$ cat config.mk
export PLATFORM = sky130hd
export DESIGN_NAME = logic_accum_fold
export DESIGN_NICKNAME = d
export VERILOG_FILES = /design/src/rtl/logic_accum_fold.sv
export SDC_FILE = /design/constraint.sdc
export NUM_CORES = 1
export LEC_CHECK = 0
export BUFFER_PORTS_ARGS = -buffer_cell sky130_fd_sc_hd__buf_2
export CAP_MARGIN = 10
export CORE_MARGIN = 2
export CORE_UTILIZATION = 54
export CTS_CLUSTER_DIAMETER = 40
export DETAILED_ROUTE_END_ITERATION = 8
export GPL_TIMING_DRIVEN = 0
export PLACE_DENSITY = 0.8
export SKIP_LAST_GASP = 1
export SLEW_MARGIN = 20
export SYNTH_ARGS = -nofsm -noshare
export SYNTH_HDL_FRONTEND = slang
export SYNTH_SLANG_ARGS = --single-unit
$ cat constraint.sdc
create_clock -name ib_clk -period 2.2 [get_ports ib_clk]
set_input_delay 0.44 -clock ib_clk [delete_from_list [all_inputs] [get_ports ib_clk]]
set_output_delay 0.44 -clock ib_clk [all_outputs]
set_load 0.01 [all_outputs]
$ cat src/rtl/logic_accum_fold.sv
// logic_accum_fold
//   Multi-lane framed accumulator. Each lane combines PAR_FRAME_LEN input beats
//   (add modulo 2^W or XOR, chosen per beat), folds the frame result with a
//   half-swapped copy of itself and presents it through a one-entry output
//   register with valid/ready backpressure.
//
// Ports
//   ib_clk         clock, rising edge
//   ib_rst_n       asynchronous active-low reset
//   ib_clear       synchronous abort of the partial frame
//   ib_mode        per-beat operation: 0 add, 1 XOR
//   ivG_data       input beat, lane l at [l*W +: W]
//   ib_valid       input beat valid
//   ob_ready       block accepts an input beat
//   ovG_data       folded frame result, lane-packed like ivG_data
//   ob_valid       output register occupied
//   ib_ready       downstream accepts the output
//   ovG_frame_cnt  delivered frame count, wraps
module logic_accum_fold #(
   parameter int PAR_DATA_BITS = 8,
   parameter int PAR_LANES     = 2,
   parameter int PAR_FRAME_LEN = 4
) (
   input  logic                               ib_clk,
   input  logic                               ib_rst_n,
   input  logic                               ib_clear,
   input  logic                               ib_mode,
   input  logic [PAR_LANES*PAR_DATA_BITS-1:0] ivG_data,
   input  logic                               ib_valid,
   output logic                               ob_ready,
   output logic [PAR_LANES*PAR_DATA_BITS-1:0] ovG_data,
   output logic                               ob_valid,
   input  logic                               ib_ready,
   output logic [15:0]                        ovG_frame_cnt
);

   localparam int W     = PAR_DATA_BITS;
   localparam int L     = PAR_LANES;
   localparam int CNT_W = $clog2(PAR_FRAME_LEN);
   localparam logic [CNT_W-1:0] CNT_LAST = CNT_W'(PAR_FRAME_LEN - 1);

   function automatic logic [W-1:0] beat_op(input logic [W-1:0] a,
                                            input logic [W-1:0] d,
                                            input logic         mode);
      beat_op = mode ? (a ^ d) : (a + d);
   endfunction

   function automatic logic [W-1:0] fold(input logic [W-1:0] s);
      fold = s ^ {s[W/2-1:0], s[W-1:W/2]};
   endfunction

   logic [L-1:0][W-1:0] acc;
   logic [L-1:0][W-1:0] acc_nxt;
   logic [L*W-1:0]      res_nxt;
   logic [CNT_W-1:0]    cnt;
   logic                at_last;
   logic                accept;
   logic                last_accept;
   logic                deliver;

   assign at_last     = (cnt == CNT_LAST);
   // Only the last beat of a frame needs the output slot, so only it stalls.
   assign ob_ready    = !ib_clear && !(at_last && ob_valid);
   assign accept      = ib_valid && ob_ready;
   assign last_accept = accept && at_last;
   assign deliver     = ob_valid && ib_ready;

   always_comb begin
      acc_nxt = '0;
      res_nxt = '0;
      for (int l = 0; l < L; l++) begin
         acc_nxt[l]         = beat_op(acc[l], ivG_data[l*W +: W], ib_mode);
         res_nxt[l*W +: W]  = fold(acc_nxt[l]);
      end
   end

   // Accumulation stage
   always_ff @(posedge ib_clk or negedge ib_rst_n) begin
      if (!ib_rst_n) begin
         acc <= '0;
         cnt <= '0;
      end else if (ib_clear) begin
         acc <= '0;
         cnt <= '0;
      end else if (accept) begin
         if (at_last) begin
            acc <= '0;
            cnt <= '0;
         end else begin
            acc <= acc_nxt;
            cnt <= cnt + CNT_W'(1);
         end
      end
   end

   // Output register stage
   always_ff @(posedge ib_clk or negedge ib_rst_n) begin
      if (!ib_rst_n) begin
         ovG_data      <= '0;
         ob_valid      <= 1'b0;
         ovG_frame_cnt <= '0;
      end else begin
         // A new frame load takes priority over clearing a delivered one.
         if (last_accept) begin
            ovG_data <= res_nxt;
            ob_valid <= 1'b1;
         end else if (deliver) begin
            ob_valid <= 1'b0;
         end
         if (deliver) begin
            ovG_frame_cnt <= ovG_frame_cnt + 16'd1;
         end
      end
   end

endmodule

==> results.tsv, run 1 <==
stage	metric	value	unit
run	cap_violations	0	
power_and_ir_drop	power_density	761	nW/um2
synthesis	yosys.area.top_type	dfrtp_1	
layout	final_area	2900	um2
placed_design	port_buffers	55	
power_and_ir_drop	combPwrFrac	0.290	
worst_setup_path	cp.arrival	2.26	ns
worst_setup_path	crit_cells	8	
worst_setup_path	cp-startpoint	acc[0]$_DFFE_PN0P_	
worst_setup_path	path_buf_inv	0	
worst_setup_path	critPathLaunchType	flip-flop	
worst_setup_path	cpPeakStageDelay	0.40	ns
worst_setup_path	worstPathMaxFanout	2	
worst_setup_path	reg2reg_depth	8	
drt	postRouteAntennaNets	0	
worst_setup_path	critical_path_class	flip-flop to flip-flop	
power_and_ir_drop	intPower	1.54	mW
sta	setup_viol	0	
drt	met3_length	202	um
placed_design	place_hpwl	3570	um
global_route	grt_pass1_vias	1829	
drt	drc	0	
synthesis	ys_seq_area_frac	0.449	
layout	nNetsFinal	336	
synthesis	syn_inst	230	
clock_network	cts_root_buf	clkbuf_8	
layout	ff_latch_area	1080	um2
sta	period_minus_slack	2.10	ns
worst_setup_path	end_kind	flip-flop	
worst_setup_path	crit_top_cell	xor2_1	
layout	n_antenna_cell	0	
synthesis	synth.area.top_cells	dfrtp_1 45%, xnor2_1 8.4%, ha_1 8.4%, nand2_1 5.2%, xor2_1 5.1%	
synthesis	syn_area_per_cell	10.4	um2
synthesis	synth_top_area_frac	0.449	
synthesis	synth_area	2390	um2
synthesis	async_reset_ff_frac	1.00	
floorplanning	start_util	0.554	
sta	tightestPinTransition	0.926	ns
clock_network	clock_latency	0.29	ns
worst_setup_path	crit_slowest_cell	dfrtp_1	
power_and_ir_drop	seqPwrFrac	0.433	
floorplanning	ios	56	
worst_setup_path	critPathTopFamily	compound AO/OA/AOI/OAI gates	
placed_design	postPlaceCellArea	2740	um2
synthesis	yosys_warnings	0	
power_and_ir_drop	ir_drop	0.409	mV
synthesis	synth-main-ff-cell	dfrtp_1	
drt	drtIter0Drc	63	
global_route	grt_first_pass_wirelength	8290	um
drt	first_pass_iters	4	
sta	fmax	0.477	GHz
drt	vias	1896	
worst_setup_path	worstPathCellList	ha_2 -> fa_2 -> a211o_2 -> o211ai_2 -> o22ai_2 -> xor2_1 -> xor2_1 -> o21ai_0	
clock_network	clockBufferDepth	2	
floorplanning	num_rows	24	
drt	routed_wl	4810	um
global_route	grt_util_all_layers	0.208	
floorplanning	coreArea	4320	um2
global_route	antenna_found_initial	0	
power_and_ir_drop	switching_power	672	uW
synthesis	synth-seq-cells	43	
floorplanning	die_x	70.6	um
clock_network	clk_transition_reported_paths	0.08	ns
drt	vias_per_cell	5.43	
drt	top_layer_used	met4	
global_route	grt_max_degree	44	
sta	hold_violations	0	
sta	fin_ws	0.105	ns
power_and_ir_drop	switching_share	0.304	
clock_network	cts.sinks	43	
sta	finClkSkew	0.00279	ns
layout	layout-area-overhead-vs-synth	21.3	%
power_and_ir_drop	share_clk_of_total_power	0.277	
placed_design	gp_congestion	0.879	
power_and_ir_drop	p_leak	1.46	nW
clock_network	holdBufCountCts	0	
clock_network	cts_made_buffers	5	
global_route	grt-ovfl-total	0	
worst_setup_path	reg2reg_from	acc[0]$_DFFE_PN0P_	
clock_network	cts_tree	built	
sta	slew_viol_final	0	
sta	min_period_over_period	0.952	
placed_design	place_ws	-0.205	ns
drt	wl_per_cell	13.8	um
clock_network	h-tree-depth	2	
sta	slew_headroom	0.381	
drt	met2WireLength	2450	um
synthesis	synth_cell_types	40	
drt	wl_met1	2120	um
floorplanning	die_area	4980	um2
synthesis	synth-edff-count	0	
layout	num-fill-cells	367	
synthesis	syn_nets	270	
sta	setup_tns	0	ns
power_and_ir_drop	power	2.21	mW
layout	drive_gt1_frac	0.306	
layout	multi_input_area	1250	um2
run_status	status	finished clean	
floorplanning	die_y	70.6	um
worst_hold_path	hold_path.class	primary input to async pin	
worst_setup_path	cp_data_required_time	2.36	ns
-- synth_stat cells, drive strengths merged, types with 2 or more instances --
cell and instances:
a211o 3, a21oi 11, a22o 5, a31oi 3, and3 3, buf 9
clkbuf 3, dfrtp 43, fa 2, ha 16, inv 2, mux2i 2
nand2 33, nand3 6, nand4 2, nor2 6, nor2b 4, nor3 2
o211ai 3, o21ai 22, o22ai 3, xnor2 23, xor2 14
-- power by group through the flow --
stage          combinational [mW]  clock [mW]  sequential (mW)
5_1_grt                     0.710       0.659            0.975
4_1_cts                     0.630       0.624            0.957
3_3_place_gp                0.603           0            0.970
2_1_floorplan               0.400           0            0.983
3_5_place_dp                0.621           0            0.973
6_report                    0.640       0.612            0.957
-- per-stage QoR --
stage                     utilization  cells  hold WS, ns
after floorplan                     -    230        0.144
after global placement          0.633    337        0.456
after detailed placement        0.633    337        0.463
after CTS                       0.661    346        0.325
after global routing            0.672    349        0.358
final                           0.672    349        0.282
-- layer usage --
layer,up-vias,global-route usage
li1,936,-
met1,921,0.270
met2,37,0.363
met3,2,0.0413
met4,0,0.0503
met5,-,0
-- layout by cell type, fill, tap and decap left out, types with 2 or more instances in the layout --
cell	synthesis	routed
buf_2	0	55
mux2i_1	2	2
and3_1	3	3
o22ai_1	3	2
nor2_1	6	6
o21ai_1	3	4
ha_1	16	14
o211ai_1	2	2
nand3_1	6	6
dfrtp_1	43	43
buf_4	8	12
a31oi_1	3	3
nand2_1	33	33
fa_2	0	2
xor2_1	14	14
a21oi_1	10	10
xnor2_1	23	23
nand4_1	2	2
a22o_1	5	5
nor2b_1	4	4
clkbuf_1	3	3
clkbuf_8	0	5
a211o_1	2	2
o21ai_0	19	18
-- cell families after synthesis --
logic type	share of synthesized area
and+or+nand+nor	0.125
muxes	0.0131
AOI/OAI and AO/OA	0.139
buffers and inverters	0.0376
xor gates and xnor gates	0.135
DFF	0.449
adders and majority gates	0.100
-- sequential cells by signal (all words and copies together) (netlist names) --
| register | count |
|---|---|
| cnt | 2 |
| ovG_frame_cnt | 16 |
| ovG_data | 8 |
| acc | 16 |
| ob_valid | 1 |
-- what timing repair did --
| action | in CTS | in global routing |
|---|---|---|
| buffers inserted | 1 | 3 |
| setup endpoints to repair | 1 | 3 |
| gates resized for setup | 1 | 6 |
| pin swaps | 2 | 8 |
-- area by class of cell --
class / instances / area share
multi-input combinational: 173 / 0.432
sequential: 43 / 0.371
timing repair buffer: 59 / 0.105
buffer: 12 / 0.0284
clock buffer: 5 / 0.0237
tap: 52 / 0.0224
clock inverter: 3 / 0.0151
inverter: 2 / 0.00259
-- final timing paths --
check / slack [ns] / to
max: 0.10 / ovG_data[6]$_DFFE_PN0P_
min: 0.28 / acc[14]$_DFFE_PN0P_
max reg2reg: 0.10 / ovG_data[6]$_DFFE_PN0P_
min reg2reg: 0.47 / ovG_frame_cnt[15]$_DFFE_PN0P_
max in group asynchronous: 1.34 / acc[2]$_DFFE_PN0P_
min in group ib_clk: 0.36 / ob_valid$_DFFE_PN0P_
(Power assumes the default switching activity.)
==> run 2: changes to the inputs <==
--- a/config.mk
+++ b/config.mk
@@ -5,13 +5,15 @@
 export SDC_FILE = /design/constraint.sdc
 export NUM_CORES = 1
 export LEC_CHECK = 0
+export ABC_AREA = 1
 export BUFFER_PORTS_ARGS = -buffer_cell sky130_fd_sc_hd__buf_2
 export CAP_MARGIN = 10
 export CORE_MARGIN = 2
-export CORE_UTILIZATION = 54
+export CORE_UTILIZATION = 55
 export CTS_CLUSTER_DIAMETER = 40
 export DETAILED_ROUTE_END_ITERATION = 8
 export GPL_TIMING_DRIVEN = 0
+export MAX_ROUTING_LAYER = met4
 export PLACE_DENSITY = 0.8
 export SKIP_LAST_GASP = 1
 export SLEW_MARGIN = 20
==> run 2 against run 1 <==
Wire length rose by 23%; clock-buffer cell count did not move; highest routed layer unchanged; via count rose by 28%.
==> results.tsv, run 2 <==
stage	metric	value	unit	change
global_route	grt_pass1_vias	2246		+23%
clock_network	clock_latency	0.30	ns	about the same
worst_setup_path	critical_path_class	flip-flop to flip-flop		
worst_setup_path	critPathLaunchType	flip-flop		
synthesis	synth_cell_types	29		-28%
clock_network	h-tree-depth	2		unchanged
synthesis	synth_top_area_frac	0.393		-0.0566
floorplanning	ios	56		unchanged
run	cap_violations	0		unchanged
synthesis	yosys_warnings	0		unchanged
floorplanning	num_rows	25		+4.2%
synthesis	synth_commonest_cells	113 x nand2_1, 61 x nand3_1, 43 x dfrtp_1		
placed_design	dpl.cell_count	471		+40%
floorplanning	die_y	74.6	um	+5.7%
worst_setup_path	worstPathCellList	ha_1 -> a21oi_4 -> nand3_1 -> inv_1 -> nand3_1 -> nand2_1		
synthesis	ys_seq_area_frac	0.393		-0.0566
worst_setup_path	crit_top_cell	nand3_1		
synthesis	synth-edff-count	0		unchanged
synthesis	yosys.area.top_type	dfrtp_1		
layout	fin_cells	479		+37%
worst_setup_path	cp.arrival	2.16	ns	-0.10 ns
sta	hold_slack	0.275	ns	-0.00621 ns
synthesis	synth-seq-cells	43		unchanged
global_route	grt_max_degree	44		unchanged
synthesis	post-synth-top-count-cell	nand2_1		
drt	routed_wl	5920	um	+23%
power_and_ir_drop	ir_drop	0.708	mV	+73%
layout	ff_latch_area	1080	um2	unchanged
worst_setup_path	worstPathMaxFanout	10		+8
sta	hold_violations	0		unchanged
drt	vias	2426		+28%
sta	slew_headroom	0.372		-0.00952
floorplanning	die_x	74.6	um	+5.7%
synthesis	synth.area.top_cells	dfrtp_1 39%, nand2_1 15%, nand3_1 11%, ha_1 7.3%, inv_1 5.8%		
layout	nNetsFinal	451		+34%
global_route	grt_first_pass_wirelength	10000	um	+21%
synthesis	synth-main-ff-cell	dfrtp_1		
power_and_ir_drop	intPower	1.60	mW	+4.1%
sta	slew_viol_final	0		unchanged
layout	layout-area-overhead-vs-synth	17.2	%	
power_and_ir_drop	p_leak	1.95	nW	+34%
drt	drc	0		unchanged
sta	rsz0062_at_grt	no		
sta	tightestPinTransition	0.942	ns	+0.0163 ns
clock_network	holdBufCountCts	0		unchanged
floorplanning	coreArea	4750	um2	+10%
floorplanning	die_area	5560	um2	+12%
synthesis	syn_area_per_cell	7.85	um2	-25%
clock_network	clockBufferDepth	2		unchanged
clock_network	cts_root_buf	clkbuf_8		
placed_design	port_buffers	55		unchanged
synthesis	synth_compound_area_frac	0.0461		-0.0934
power_and_ir_drop	share_clk_of_total_power	0.259		-0.018
synthesis	synthXorXnorAreaFrac	0.0507		-0.0846
sta	fmax	0.523	GHz	+9.5%
drt	vias_per_cell	5.06		-6.8%
layout	final_core_util	0.676		+0.00394
layout	reg.largest.list	acc: 16 flops, ovG_frame_cnt: 16 flops, ovG_data: 8 flops		
sta	period_minus_slack	1.91	ns	-0.182 ns
drt	drtIter0Drc	186		+200%
layout	mostFrequentLayoutCell	nand2_1		
sta	setup_viol	0		unchanged
power_and_ir_drop	switching_power	845	uW	+26%
layout	num-fill-cells	407		+11%
drt	first_pass_iters	4		unchanged
run_status	status	finished clean		
worst_hold_path	hold_path.class	primary input to async pin		
sta	min_period_over_period	0.870		-0.0825
sta	finClkSkew	0.00324	ns	+0.000450 ns
placed_design	gp_congestion	0.882		+0.27%
power_and_ir_drop	switching_share	0.346		+0.0413
power_and_ir_drop	power	2.44	mW	+11%
power_and_ir_drop	combPwrFrac	0.330		+0.040
synthesis	syn_nets	389		+44%
clock_network	cts.repair.resized	0		-1
synthesis	synthSimpleGateAreaFrac	0.331		+0.206
worst_setup_path	cp_data_required_time	2.44	ns	+0.08 ns
layout	multi_input_area	1420	um2	+13%
clock_network	post_cts_buffers	0		-1
worst_setup_path	cpPeakStageDelay	0.41	ns	about the same
worst_setup_path	crit_slowest_cell	dfrtp_1		
worst_setup_path	critPathTopFamily	simple AND/OR/NAND/NOR gates		
layout	n_antenna_cell	0		unchanged
worst_setup_path	path_buf_inv	1		+1
sta	setup_tns	0	ns	unchanged
synthesis	synth_area	2740	um2	+14%
synthesis	synth_mux_area_frac	0.00411		-0.00895
clock_network	cts_tree	built		
clock_network	clk_transition_reported_paths	0.09	ns	about the same
synthesis	synth_top_family_by_area	simple AND/OR/NAND/NOR gates		
clock_network	cts_made_buffers	5		unchanged
global_route	grt_util_all_layers	0.243		+0.0343
global_route	grt-ovfl-total	0		unchanged
global_route	antenna_found_initial	0		unchanged
worst_setup_path	end_kind	flip-flop		
drt	postRouteAntennaNets	0		unchanged
power_and_ir_drop	seqPwrFrac	0.410		-0.023
floorplanning	start_util	0.576		+0.0225
clock_network	cts.sinks	43		unchanged
synthesis	async_reset_ff_frac	1.00		unchanged
placed_design	place_hpwl	4460	um	+25%
power_and_ir_drop	power_density	761	nW/um2	about the same
synthesis	synth-adder-area-share	0.0877		-0.0126
synthesis	syn_inst	349		+52%
layout	drive_gt1_frac	0.211		-0.0952
layout	layout_common_cells	113 x nand2_1, 61 x nand3_1, 56 x buf_2		
drt	wl_per_cell	12.4	um	-10%
run 2: cell count changes after synthesis, sizes merged, moves of 5 or more:
cell   previous run  this run
nand2            33       117
nand3             6        61
o21ai            22        14
a22o              5         0
xnor2            23         5
a21oi            11         3
inv               2        42
run 2: path summary, 6_finish.rpt:
path | slack (ns) | from | cells past startpoint | end
max in group asynchronous | 1.34 | ib_rst_n | 1 | ovG_frame_cnt[14]$_DFFE_PN0P_
hold / removal | 0.28 | ib_rst_n | 1 | acc[1]$_DFFE_PN0P_
setup reg to reg | 0.29 | cnt[0]$_DFFE_PN0P_ | 6 | ovG_data[13]$_DFFE_PN0P_
setup / recovery | 0.29 | cnt[0]$_DFFE_PN0P_ | 6 | ovG_data[13]$_DFFE_PN0P_
hold reg to reg | 0.50 | ovG_frame_cnt[13]$_DFFE_PN0P_ | 2 | ovG_frame_cnt[13]$_DFFE_PN0P_
min in group ib_clk | 0.36 | ib_ready | 2 | ob_valid$_DFFE_PN0P_
run 2: worst register-to-register path: cells and delay by family (launching register included):
| family | cells | cell delay (ns) |
|---|---|---|
| compound gates | 1 | 0.21 |
| fa+ha+maj | 1 | 0.27 |
| simple gates | 3 | 0.58 |
| flops | 1 | 0.41 |
| buf+inv | 1 | 0.39 |
run 2: cell type report:
class                   instances  share of cell area
multi-input cells             250               0.443
flip-flops and latches         43               0.335
repair buffers                 55              0.0857
inverters                      43              0.0503
well taps                      67              0.0261
plain buffers                  13              0.0249
clock buffers                   5              0.0214
clock inverters                 3              0.0136
run 2: logic make-up after synthesis:
kind of cell / count (synthesis)
compound gates: 21
xor+xnor: 15
fa+ha+maj: 18
buf+inv: 56
flops: 43
mux: 1
simple gates: 195
run 2: through the flow:
| step | worst slack (ns) | area, um2 |
|---|---|---|
| 2_1_floorplan | 0.492 | 2740 |
| 3_3_place_gp | 0.207 | 3100 |
| 3_5_place_dp | 0.174 | 3100 |
| 4_1_cts | 0.293 | 3210 |
| 5_1_grt | 0.116 | 3210 |
| 6_report | 0.286 | 3210 |
run 2: power by group through the flow:
stage	sequential (mW)	combinational (mW)	clock, mW
final	1.00	0.808	0.634
after detailed placement	1.01	0.809	0
after CTS	1.00	0.814	0.650
after global routing	1.02	0.917	0.667
after floorplan	1.04	0.515	0
after global placement	1.01	0.783	0
run 2: per-layer routing:
layer  GRT usage  wire length, um
met2       0.401             2990
met4      0.0694               38
met3      0.0352              203
met5           -                0
met1       0.311             2700
